--- config.mk ---
export PLATFORM = sky130hd
export DESIGN_NAME = diff_seq_ctrl_flat
export DESIGN_NICKNAME = d
export VERILOG_FILES = /design/src/rtl/diff_seq_ctrl_pkg.sv /design/src/rtl/diff_seq_ctrl_if.sv /design/src/rtl/diff_seq_ctrl.sv /design/src/flat_wrapper.sv
export SDC_FILE = /design/constraint.sdc
export NUM_CORES = 1
export LEC_CHECK = 0
export ABC_AREA = 0
export BUFFER_PORTS_ARGS = -buffer_cell sky130_fd_sc_hd__buf_2
export CAP_MARGIN = 20
export CORE_AREA = 8 8 102 67
export CTS_CLUSTER_DIAMETER = 30
export DETAILED_ROUTE_END_ITERATION = 8
export DIE_AREA = 0 0 110 75
export HOLD_SLACK_MARGIN = 0.06
export PLACE_DENSITY = 0.84
export REMOVE_ABC_BUFFERS = 1
export SETUP_SLACK_MARGIN = 0.15
export SLEW_MARGIN = 5
export SYNTH_ARGS = -nofsm -noshare
export SYNTH_HDL_FRONTEND = slang
export SYNTH_SLANG_ARGS = --single-unit
--- constraint.sdc ---
create_clock -name clk -period 2 [get_ports clk]
set_input_delay 0.2 -clock clk [delete_from_list [all_inputs] [get_ports clk]]
set_output_delay 0.2 -clock clk [all_outputs]
set_load 0.005 [all_outputs]
--- src/rtl/diff_seq_ctrl_pkg.sv ---
// -----------------------------------------------------------------------------
// diff_pkg
// Shared definitions for the bit-difference sequencer.
//   - state_e      : sequencer state encoding (IDLE / SCAN / DONE)
//   - DEF_WIDTH    : default operand width
//   - DEF_TAGW     : default requester tag width
//   - DEF_IDXW     : default result width, wide enough to encode DEF_WIDTH
// -----------------------------------------------------------------------------
package diff_pkg;

  localparam int DEF_WIDTH = 32;
  localparam int DEF_TAGW  = 5;
  localparam int DEF_IDXW  = $clog2(DEF_WIDTH) + 1;

  typedef enum logic [1:0] {
    IDLE = 2'd0,
    SCAN = 2'd1,
    DONE = 2'd2
  } state_e;

endpackage : diff_pkg

--- src/rtl/diff_seq_ctrl_if.sv ---
// -----------------------------------------------------------------------------
// diff_seq_ctrl_if
// Request/response channel between the control path (master) and the
// bit-difference unit (slave).
//   Request : req_valid, req_ready, req_a, req_b, req_tag
//   Response: rsp_valid, rsp_ready, rsp_idx, rsp_equal, rsp_tag
// -----------------------------------------------------------------------------
interface diff_seq_ctrl_if
  import diff_pkg::*;
#(
  parameter int WIDTH = DEF_WIDTH,
  parameter int TAGW  = DEF_TAGW,
  parameter int IDXW  = $clog2(WIDTH) + 1
);

  logic             req_valid;
  logic             req_ready;
  logic [WIDTH-1:0] req_a;
  logic [WIDTH-1:0] req_b;
  logic [TAGW-1:0]  req_tag;

  logic             rsp_valid;
  logic             rsp_ready;
  logic [IDXW-1:0]  rsp_idx;
  logic             rsp_equal;
  logic [TAGW-1:0]  rsp_tag;

  modport master (
    output req_valid, req_a, req_b, req_tag, rsp_ready,
    input  req_ready, rsp_valid, rsp_idx, rsp_equal, rsp_tag
  );

  modport slave (
    input  req_valid, req_a, req_b, req_tag, rsp_ready,
    output req_ready, rsp_valid, rsp_idx, rsp_equal, rsp_tag
  );

endinterface : diff_seq_ctrl_if

--- src/rtl/diff_seq_ctrl.sv ---
// -----------------------------------------------------------------------------
// diff_seq_ctrl
// Shared functional unit that returns the index of the least-significant bit
// where two operands differ. The XOR of the operands is scanned one bit per
// cycle with early termination; A==B short-circuits straight to the result.
//
// Ports
//   clk      in   clock, rising edge
//   rst      in   asynchronous active-high reset
//   flush_i  in   synchronous abort; wins over every handshake
//   busy_o   out  sequencer is not IDLE
//   bus      slave modport of diff_seq_ctrl_if (request / response channel)
// -----------------------------------------------------------------------------
module diff_seq_ctrl
  import diff_pkg::*;
#(
  parameter int WIDTH = DEF_WIDTH,
  parameter int TAGW  = DEF_TAGW,
  parameter int IDXW  = $clog2(WIDTH) + 1
) (
  input  logic                 clk,
  input  logic                 rst,
  input  logic                 flush_i,
  output logic                 busy_o,
  diff_seq_ctrl_if.slave       bus
);

  localparam int CNTW = $clog2(WIDTH);

  // Result encoding used when the operands are identical.
  localparam logic [IDXW-1:0] IDX_EQUAL = IDXW'(WIDTH);

  state_e            state_q, state_d;
  logic [WIDTH-1:0]  x_q,     x_d;
  logic [CNTW-1:0]   cnt_q,   cnt_d;
  logic [TAGW-1:0]   tag_q,   tag_d;
  logic [IDXW-1:0]   idx_q,   idx_d;
  logic              equal_q, equal_d;

  logic [WIDTH-1:0]  diff_w;

  assign diff_w = bus.req_a ^ bus.req_b;

  // State and datapath registers. Every register has a defined reset value so
  // the response outputs read zero straight out of reset.
  always_ff @(posedge clk or posedge rst) begin
    if (rst) begin
      state_q <= IDLE;
      x_q     <= '0;
      cnt_q   <= '0;
      tag_q   <= '0;
      idx_q   <= '0;
      equal_q <= 1'b0;
    end else begin
      state_q <= state_d;
      x_q     <= x_d;
      cnt_q   <= cnt_d;
      tag_q   <= tag_d;
      idx_q   <= idx_d;
      equal_q <= equal_d;
    end
  end

  always_comb begin
    state_d = state_q;
    x_d     = x_q;
    cnt_d   = cnt_q;
    tag_d   = tag_q;
    idx_d   = idx_q;
    equal_d = equal_q;

    if (flush_i) begin
      // Abort drops any pending result; the stale idx/tag are never presented
      // because rsp_valid follows the state.
      state_d = IDLE;
    end else begin
      case (state_q)
        IDLE: begin
          if (bus.req_valid) begin
            x_d   = diff_w;
            cnt_d = '0;
            tag_d = bus.req_tag;
            if (diff_w == '0) begin
              idx_d   = IDX_EQUAL;
              equal_d = 1'b1;
              state_d = DONE;
            end else begin
              state_d = SCAN;
            end
          end
        end

        SCAN: begin
          // x is nonzero on entry, so a set bit reaches x[0] before cnt can
          // pass WIDTH-1 and the counter never wraps.
          if (x_q[0]) begin
            idx_d   = IDXW'(cnt_q);
            equal_d = 1'b0;
            state_d = DONE;
          end else begin
            x_d   = x_q >> 1;
            cnt_d = cnt_q + 1'b1;
          end
        end

        DONE: begin
          // Return to IDLE on the handshake; the next request is only seen
          // a cycle later, so there is no response-to-request turnaround.
          if (bus.rsp_ready) begin
            state_d = IDLE;
          end
        end

        default: begin
          state_d = IDLE;
        end
      endcase
    end
  end

  // All outputs decode registered state only.
  assign bus.req_ready = (state_q == IDLE);
  assign bus.rsp_valid = (state_q == DONE);
  assign bus.rsp_idx   = idx_q;
  assign bus.rsp_equal = equal_q;
  assign bus.rsp_tag   = tag_q;
  assign busy_o        = (state_q != IDLE);

endmodule : diff_seq_ctrl

--- src/flat_wrapper.sv ---
// flat-port wrapper written by rule: the top's interface ports become plain ports
module diff_seq_ctrl_flat import diff_pkg::*;
#(
  parameter int WIDTH = DEF_WIDTH,
  parameter int TAGW  = DEF_TAGW,
  parameter int IDXW  = $clog2(WIDTH) + 1
)
  (clk, rst, flush_i, busy_o, bus_req_valid, bus_req_a, bus_req_b, bus_req_tag, bus_rsp_ready, bus_req_ready, bus_rsp_valid, bus_rsp_idx, bus_rsp_equal, bus_rsp_tag);
  diff_seq_ctrl_if #(.WIDTH(WIDTH), .TAGW(TAGW), .IDXW(IDXW)) bus_i ();
  input  logic clk;
  input  logic rst;
  input  logic flush_i;
  output logic busy_o;
  input wire logic [$bits(bus_i.req_valid)-1:0] bus_req_valid;
  input wire logic [$bits(bus_i.req_a)-1:0] bus_req_a;
  input wire logic [$bits(bus_i.req_b)-1:0] bus_req_b;
  input wire logic [$bits(bus_i.req_tag)-1:0] bus_req_tag;
  input wire logic [$bits(bus_i.rsp_ready)-1:0] bus_rsp_ready;
  output wire logic [$bits(bus_i.req_ready)-1:0] bus_req_ready;
  output wire logic [$bits(bus_i.rsp_valid)-1:0] bus_rsp_valid;
  output wire logic [$bits(bus_i.rsp_idx)-1:0] bus_rsp_idx;
  output wire logic [$bits(bus_i.rsp_equal)-1:0] bus_rsp_equal;
  output wire logic [$bits(bus_i.rsp_tag)-1:0] bus_rsp_tag;
  assign bus_i.req_valid = bus_req_valid;
  assign bus_i.req_a = bus_req_a;
  assign bus_i.req_b = bus_req_b;
  assign bus_i.req_tag = bus_req_tag;
  assign bus_i.rsp_ready = bus_rsp_ready;
  assign bus_req_ready = bus_i.req_ready;
  assign bus_rsp_valid = bus_i.rsp_valid;
  assign bus_rsp_idx = bus_i.rsp_idx;
  assign bus_rsp_equal = bus_i.rsp_equal;
  assign bus_rsp_tag = bus_i.rsp_tag;
  diff_seq_ctrl #(.WIDTH(WIDTH), .TAGW(TAGW), .IDXW(IDXW)) u_core (.clk(clk), .rst(rst), .flush_i(flush_i), .busy_o(busy_o), .bus(bus_i));
endmodule
Yosys cells after proc, flatten, opt, wreduce, memory -nomap -nowiden

Index checks and enable logic that the tools add are counted.

$add $sub $neg: 1
Equal/unequal tests: 9
Muxes and demuxes: 20
Bitwise operators: 2
Reductions and logical operators: 9

Operators with widths:

| operator              | number |
|---|---|
| $mux W32              | 2 |
| $pmux W32 S2          | 1 |
| $logic_not A32 Y1     | 1 |
| $xor A32 B32 Y32      | 1 |
| $mux W6               | 3 |
| $pmux W6 S2           | 1 |
| $mux W2               | 5 |
| $mux W5               | 2 |
| $pmux W5 S2           | 1 |
| $reduce_and A3 Y1     | 3 |
| $ne A3 B3 Y1 const B  | 2 |
| $pmux W2 S3           | 1 |
| $add A5 B1 Y5 const B | 1 |
| $reduce_and A5 Y1     | 1 |
| $ne A2 B1 Y1 const B  | 2 |
| $ne A2 B2 Y1 const B  | 2 |
| $reduce_and A4 Y1     | 1 |
| $reduce_bool A2 Y1    | 2 |
| $mux W1               | 3 |
| $ne A3 B2 Y1 const B  | 1 |
| $eq A2 B1 Y1 const B  | 1 |
| $eq A2 B2 Y1 const B  | 1 |
| $logic_not A2 Y1      | 1 |
| $pmux W1 S2           | 1 |
| $not A1 Y1            | 1 |

Bits in registers: 51
Input bits: 74
Output and inout port bits: 15
Word-level logic and storage cells: 48

Longest topological paths before layout

Gate-level depths: netlist of the first run.

Depth in word-level cells: 6
Mapped depth: 7
Mapped depth without buffers: 5

Worst setup path before layout of the first run

Ideal clock, no wire load.

Path type: reg2reg
Start point: register u_core.state_q[1]
End point: register u_core.tag_q[0], in the netlist u_core.bus.rsp_tag[0]
Setup time: 125 ps
Data arrival time: 1570 ps
Required time: 1875 ps
Slack: 305 ps
Stages on the path, launching flop included: 6
Path through: dfrtp_1 buf_4 or2_1 buf_2 nor3b_4 mux2_2

Cells in the longest elaborated chain, start to end: 2

RTL lines:

| element                            | line                | text |
|---|---|---|
| start, declared                    | diff_seq_ctrl.sv:33 | `state_e state_q, state_d;` |
| start signal, assigned             | diff_seq_ctrl.sv:55 | `state_q <= state_d;` |
| $logic_not A2 Y1                   | diff_seq_ctrl.sv:77 | `case (state_q)` |
| $reduce_and A3 Y1 (no source line) | n/a                 |  |
| end signal, assigned               | diff_seq_ctrl.sv:58 | `tag_q <= tag_d;` |
| end, declared                      | diff_seq_ctrl.sv:36 | `logic [TAGW-1:0] tag_q, tag_d;` |

No other way between the ends.
A chain may end at the register's enable or synchronous reset.

Final worst setup path of the first run

Start point: register u_core.state_q[0]
End point: register u_core.tag_q[4], in the netlist u_core.bus.rsp_tag[4]

The elaborated chain is that of the path after synthesis.

==> results of run 1 <==
==> synthesized netlist by cell type <==
cell        n
or2_1       1
xor2_1     35
buf_1       2
o21ai_0     6
clkbuf_1    8
nor3_2      1
buf_2       5
o21a_1      1
nor2_1     38
buf_4       2
o21bai_1    1
dfrtp_1    50
o22ai_1    30
a21oi_1    34
nand2_1    11
o31a_1      1
a211o_1     1
inv_1       3
a2111oi_4   1
nand4_1     4
mux2_2      6
a22o_1      2
ha_1        1
nor3_1      1
a22oi_1     5
nor4_1      8
and3_1      1
nor3b_4     1
nand2b_1    3
nor2b_1     2
==> metal layers <==
metal  part of all wire  up-vias  GRT usage
met5                  0        -          0
met4              0.013        0     0.0521
met3              0.097        9     0.0513
met2               0.43      104      0.245
met1               0.46     1097      0.229
li1                   -     1126          -
==> state kept, by name (all words and copies together), names as in the netlist <==
register and count:
u_core.state_q 2, u_core.bus.rsp_equal 1, u_core.bus.rsp_tag 5, u_core.cnt_q 5
u_core.x_q 32, u_core.bus.rsp_idx 5
==> layout by cell type, fill, tap and decap left out, drive strengths merged, types with 2 or more instances in the layout <==
cell	netlist	final
buf	9	101
nand2	11	11
nor2	38	38
nor4	8	8
a22o	2	2
xor2	35	35
nand2b	3	3
inv	3	3
a21oi	34	34
nand4	4	4
o22ai	30	30
nor3	2	2
a22oi	5	5
dfrtp	50	50
mux2	6	6
nor2b	2	2
o21ai	6	6
clkbuf	8	7
==> worst max-delay path, stage by stage (launching register included) <==
cell     delay (ns)
dfrtp_1        0.48
or2_1          0.36
nor3b_4        0.39
mux2_2         0.38
==> per-stage QoR <==
| stage | hold WS (ns) | TNS [ns] | power (W) | instance area, sq um | util |
|---|---|---|---|---|---|
| final | 0.132 | 0 | 0.00280 | 3210 | 0.601 |
| after floorplan | 0.349 | -33.48 | 0.00192 | 2490 | - |
| after global placement | 0.192 | 0 | 0.00222 | 3120 | 0.585 |
| after detailed placement | 0.191 | 0 | 0.00226 | 3120 | 0.585 |
| after global routing | 0.124 | 0 | 0.00298 | 3210 | 0.601 |
| after CTS | 0.125 | 0 | 0.00281 | 3210 | 0.601 |
==> repair_timing <==
item,CTS,global route
hold buffers,1,0
endpoints found under the hold margin,15,0
buffers inserted,0,0
==> worst paths after layout <==
| kind | from | end | depth (start not counted) |
|---|---|---|---|
| max | u_core.state_q[0] | u_core.bus.rsp_tag[4] | 3 |
| min | bus_req_tag[2] | u_core.bus.rsp_tag[2] | 2 |
| max reg2reg | u_core.state_q[0] | u_core.bus.rsp_tag[4] | 3 |
| min reg2reg | u_core.bus.rsp_tag[3] | u_core.bus.rsp_tag[3] | 1 |
| max in group asynchronous | rst | u_core.x_q[1] | 4 |
| min in group asynchronous | rst | u_core.x_q[26] | 3 |
==> power by group through the flow <==
stage	combinational, W	sequential (W)	clock, W
2_1_floorplan	0.000496	0.00142	0
3_3_place_gp	0.000776	0.00144	0
3_5_place_dp	0.000807	0.00145	0
4_1_cts	0.000813	0.00143	0.000563
5_1_grt	0.000912	0.00147	0.000598
6_report	0.000807	0.00144	0.000553
==> kinds of logic after synthesis <==
group | after synthesis | synth area share
adders and majority gates | 1 | 0.00487
xor gates and xnor gates | 35 | 0.119
AOI/OAI and AO/OA | 82 | 0.196
DFF | 50 | 0.488
muxes | 6 | 0.0263
and+or+nand+nor | 71 | 0.131
buffers and inverters | 20 | 0.0346
==> final cells by class <==
| type | instances | area [sq um] |
|---|---|---|
| Inverter | 3 | 11.3 |
| Timing Repair Buffer | 102 | 548 |
| Fill cell | 449 | 2130 |
| Tap cell | 69 | 86.3 |
| Sequential cell | 50 | 1250 |
| Clock buffer | 7 | 76.3 |
| Multi-Input combinational cell | 195 | 1230 |
==> flow_summary.toml, run 1 <==
[sta]
period_share = 0.861
finalSetupViolations = 0
timing.final.hold_violations = 0
finalWorstSetupSlack_ns = 0.279
fmax_mhz = 581
fin_skew_ns = 0.00420
drv_slew = 0
tightestPinTransition_ns = 0.485
rsz0062_at_grt = "false"
slew_headroom = 0.674
finalCriticalPeriod_ns = 1.72

[clocking]
cts-root-buf = "clkbuf_8"
cts_buffers = 5
h-tree-depth = 2
clock_sinks = 50
clk_pin_slew_ns = 0.08
post_cts_resized = 0
cts_tree = "built"
clock_path_buffers = 2
clock_latency_ns = 0.30

[route]
ant_nets = 0
vias_per_cell = 5.48
drc = 0
drt-pass1-iter-count = 4
routed-via-count = 2336
wire_per_inst_um = 15.8
wl_um = 6730
drtIter0Drc = 137

[floorplanning]
die_area_sq_um = 8250
core_sq_um = 5330
fp.dieW_um = 110
start_util = 0.481
die_h_um = 75
rows = 21
num_io_pins = 89

[worst_setup_path]
critPathKind = "flip-flop to flip-flop"
cp-start-kind = "flip-flop"
required_ns = 2.19
r2r_slack_ns = 0.28
end_kind = "flip-flop"
crit_fanout = 9
worstPathArrival_ns = 1.91

[place]
pre_cts_ws_ns = 0.302
place_congestion = 0.846
dpl.hpwl_um = 5310
numPortBuffers = 88
placed_cells = 418

[power]
seqPwrFrac = 0.514
ir_drop_uv = 311
clock_power_share = 0.198
p_sw_frac = 0.325
total_leakage_power_nw = 1.48
internal-power_w = 0.00189
power.switching_w = 0.000909
power_frac_comb = 0.289
p_per_area_nw_per_um2 = 872

[logic_synthesis]
ys_ff_latch = 50
synth_cell_types = 30
yosys_warnings = 0
synth_top_area_cell = "dfrtp_1"
syn_area_sq_um = 2570
synth.avg_cell_area_sq_um = 9.68
ys_seq_area_frac = 0.488
netlist.area_leader.share = 0.488
synth_top_cells_by_area = "dfrtp_1 (49%), xor2_1 (12%), o22ai_1 (7.3%), a21oi_1 (6.6%), nor2_1 (5.6%)"
syn_inst = 265

[grt]
overflow = 0
grt_pass1_wl_um = 10900
grt_antenna_before_repair = 0
grt_usage = 0.167
grt_pass1_vias = 2372
grt_max_degree = 21

[status]
status = "complete, no violations"

[final_layout]
drive_gt1_frac = 0.328
antenna_cells = 0
final_nets = 432
layout.cells.non_filler = 426
syn2layout_area_growth_pct = 25.0

[flow_run]
drv_cap = 0

[worst_hold_path]
hold_path_class = "primary input to flip-flop"
(Power assumes the default switching activity.)
==> run 2: changes to the inputs <==
--- a/config.mk
+++ b/config.mk
@@ -14,6 +14,7 @@
 export DIE_AREA = 0 0 110 75
 export HOLD_SLACK_MARGIN = 0.06
 export PLACE_DENSITY = 0.84
+export RECOVER_POWER = 50
 export REMOVE_ABC_BUFFERS = 1
 export SETUP_SLACK_MARGIN = 0.15
 export SLEW_MARGIN = 5
==> constraint.sdc (replaced) <==
create_clock -name clk -period 1.75 [get_ports clk]
set_input_delay 0.175 -clock clk [delete_from_list [all_inputs] [get_ports clk]]
set_output_delay 0.175 -clock clk [all_outputs]
set_load 0.005 [all_outputs]
==> flow_summary.toml, run 2 (synthesized netlist as in run 1, its figures left out) <==
[sta]
tns_ns = 0
finalSetupViolations = 0
period_share = 0.872
timing.final.hold_violations = 0
drv_slew = 0
tightestPinTransition_ns = 0.907
rsz0062_at_grt = "true"
slew_headroom = 0.395
fmax_mhz = 655
fin_skew_ns = 0.00952
finalCriticalPeriod_ns = 1.53

[final_layout]
layout_common_cells = "buf_2 (79), dfrtp_1 (50), nor2_1 (38), xor2_1 (35), a21oi_1 (34)"
final_nets = 437
final_common_cell = "buf_2"
drive_gt1_frac = 0.322
syn2layout_area_growth_pct = 27.5
largest_register_ffs = 32
top_register = "u_core.x_q"
antenna_cells = 0

[route]
drtIter0Drc = 180
wire_per_inst_um = 15.2
ant_nets = 0
vias_per_cell = 5.48
wl_um = 6560
routed-via-count = 2366
drt-pass1-iter-count = 4
drc = 0

[clocking]
clock_sinks = 50
clk_pin_slew_ns = 0.09
h-tree-depth = 2
clock_latency_ns = 0.30
clock_path_buffers = 2
cts-root-buf = "clkbuf_8"
cts_tree = "built"
cts_buffers = 5

[grt]
overflow = 0
grt_pass1_wl_um = 10800
grt_antenna_before_repair = 0
grt_max_degree = 31
grt_pass1_vias = 2301
grt_usage = 0.162

[worst_setup_path]
cpLargestDelayFamily = "buffers and inverters"
required_ns = 1.98
path_buf_inv = 3
end_kind = "flip-flop"
worstPathArrival_ns = 1.75
max_stage_delay_ns = 0.42
cp.depth = 6
crit_fanout = 30
cpMaxStageDelayCell = "dfrtp_1"
ff2ff_path_depth = 6
critPathKind = "flip-flop to flip-flop"
path_cells = "buf_6 > a2111oi_4 > buf_4 > buf_12 > nor2_1 > a21oi_1"
cp-start-kind = "flip-flop"

[place]
numPortBuffers = 88
dpl.hpwl_um = 5110
place_congestion = 0.821

[worst_hold_path]
hold_path_class = "primary input to flip-flop"
hold_path_depth = 2

[floorplanning]
die_area_sq_um = 8250
num_io_pins = 89
core_sq_um = 5330
fp.dieW_um = 110
start_util = 0.481
die_h_um = 75
rows = 21

[flow_run]
drv_cap = 0

[power]
p_per_area_nw_per_um2 = 1000
ir_drop_uv = 422
total_leakage_power_nw = 1.50
p_total_w = 0.00328

[status]
status = "complete, no violations"
==> run 2: worst register-to-register path: stages, from the launching register on <==
cell and delay (ns):
dfrtp_1 0.42, buf_6 0.14, a2111oi_4 0.35, buf_4 0.18, buf_12 0.17, nor2_1 0.06
a21oi_1 0.13
==> run 2: timing repair <==
item	4_1_cts	5_1_grt
setup buffers	0	3
hold buffers	1	0
hold endpoints to repair	22	0
setup endpoints to repair	1	28
pin swaps	0	3
gates resized for setup	1	3
gates cloned	0	0
==> run 2: path summary, 6_finish.rpt <==
path | startpoint | end | slack [ns]
setup / recovery | u_core.state_q[0] | u_core.x_q[15] | 0.22
hold / removal | bus_req_tag[3] | u_core.bus.rsp_tag[3] | 0.1
setup reg to reg | u_core.state_q[0] | u_core.x_q[15] | 0.22
hold reg to reg | u_core.bus.rsp_tag[3] | u_core.bus.rsp_tag[3] | 0.51
max in group asynchronous | rst | u_core.bus.rsp_tag[0] | 0.36
min in group asynchronous | rst | u_core.x_q[11] | 0.61
==> run 2: layer usage <==
| layer | global-route usage | vias up | routed length [um] |
|---|---|---|---|
| li1 | - | 1143 | - |
| met1 | 0.243 | 1130 | 3240 |
| met2 | 0.232 | 89 | 2790 |
| met3 | 0.0350 | 4 | 496 |
| met4 | 0.0357 | 0 | 32 |
| met5 | 0 | - | 0 |
==> run 2: cell type report <==
class,count,area (sq um)
Tap cell,69,86.3
Clock buffer,6,82.6
Inverter,3,13.8
Fill cell,470,2060
Timing Repair Buffer,107,588
Sequential cell,50,1250
Multi-Input combinational cell,195,1240
Clock inverter,2,12.5
==> run 2: metrics by stage <==
| step | cells | setup slack (ns) | hold WS (ns) | cell area (sq um) | utilization |
|---|---|---|---|---|---|
| 2_1_floorplan | 248 | -1.28 | 0.324 | 2490 | - |
| 3_3_place_gp | 420 | 0.232 | 0.227 | 3150 | 0.590 |
| 3_5_place_dp | 420 | 0.164 | 0.236 | 3150 | 0.590 |
| 4_1_cts | 429 | 0.187 | 0.0864 | 3250 | 0.610 |
| 5_1_grt | 432 | 0.103 | 0.0918 | 3270 | 0.613 |
| 6_report | 432 | 0.223 | 0.0973 | 3270 | 0.613 |
==> run 2: report_power, final <==
part	internal, W	switching [W]
registers	0.00145	0.000185
clock network	0.000318	0.000378
logic	0.000452	0.000502
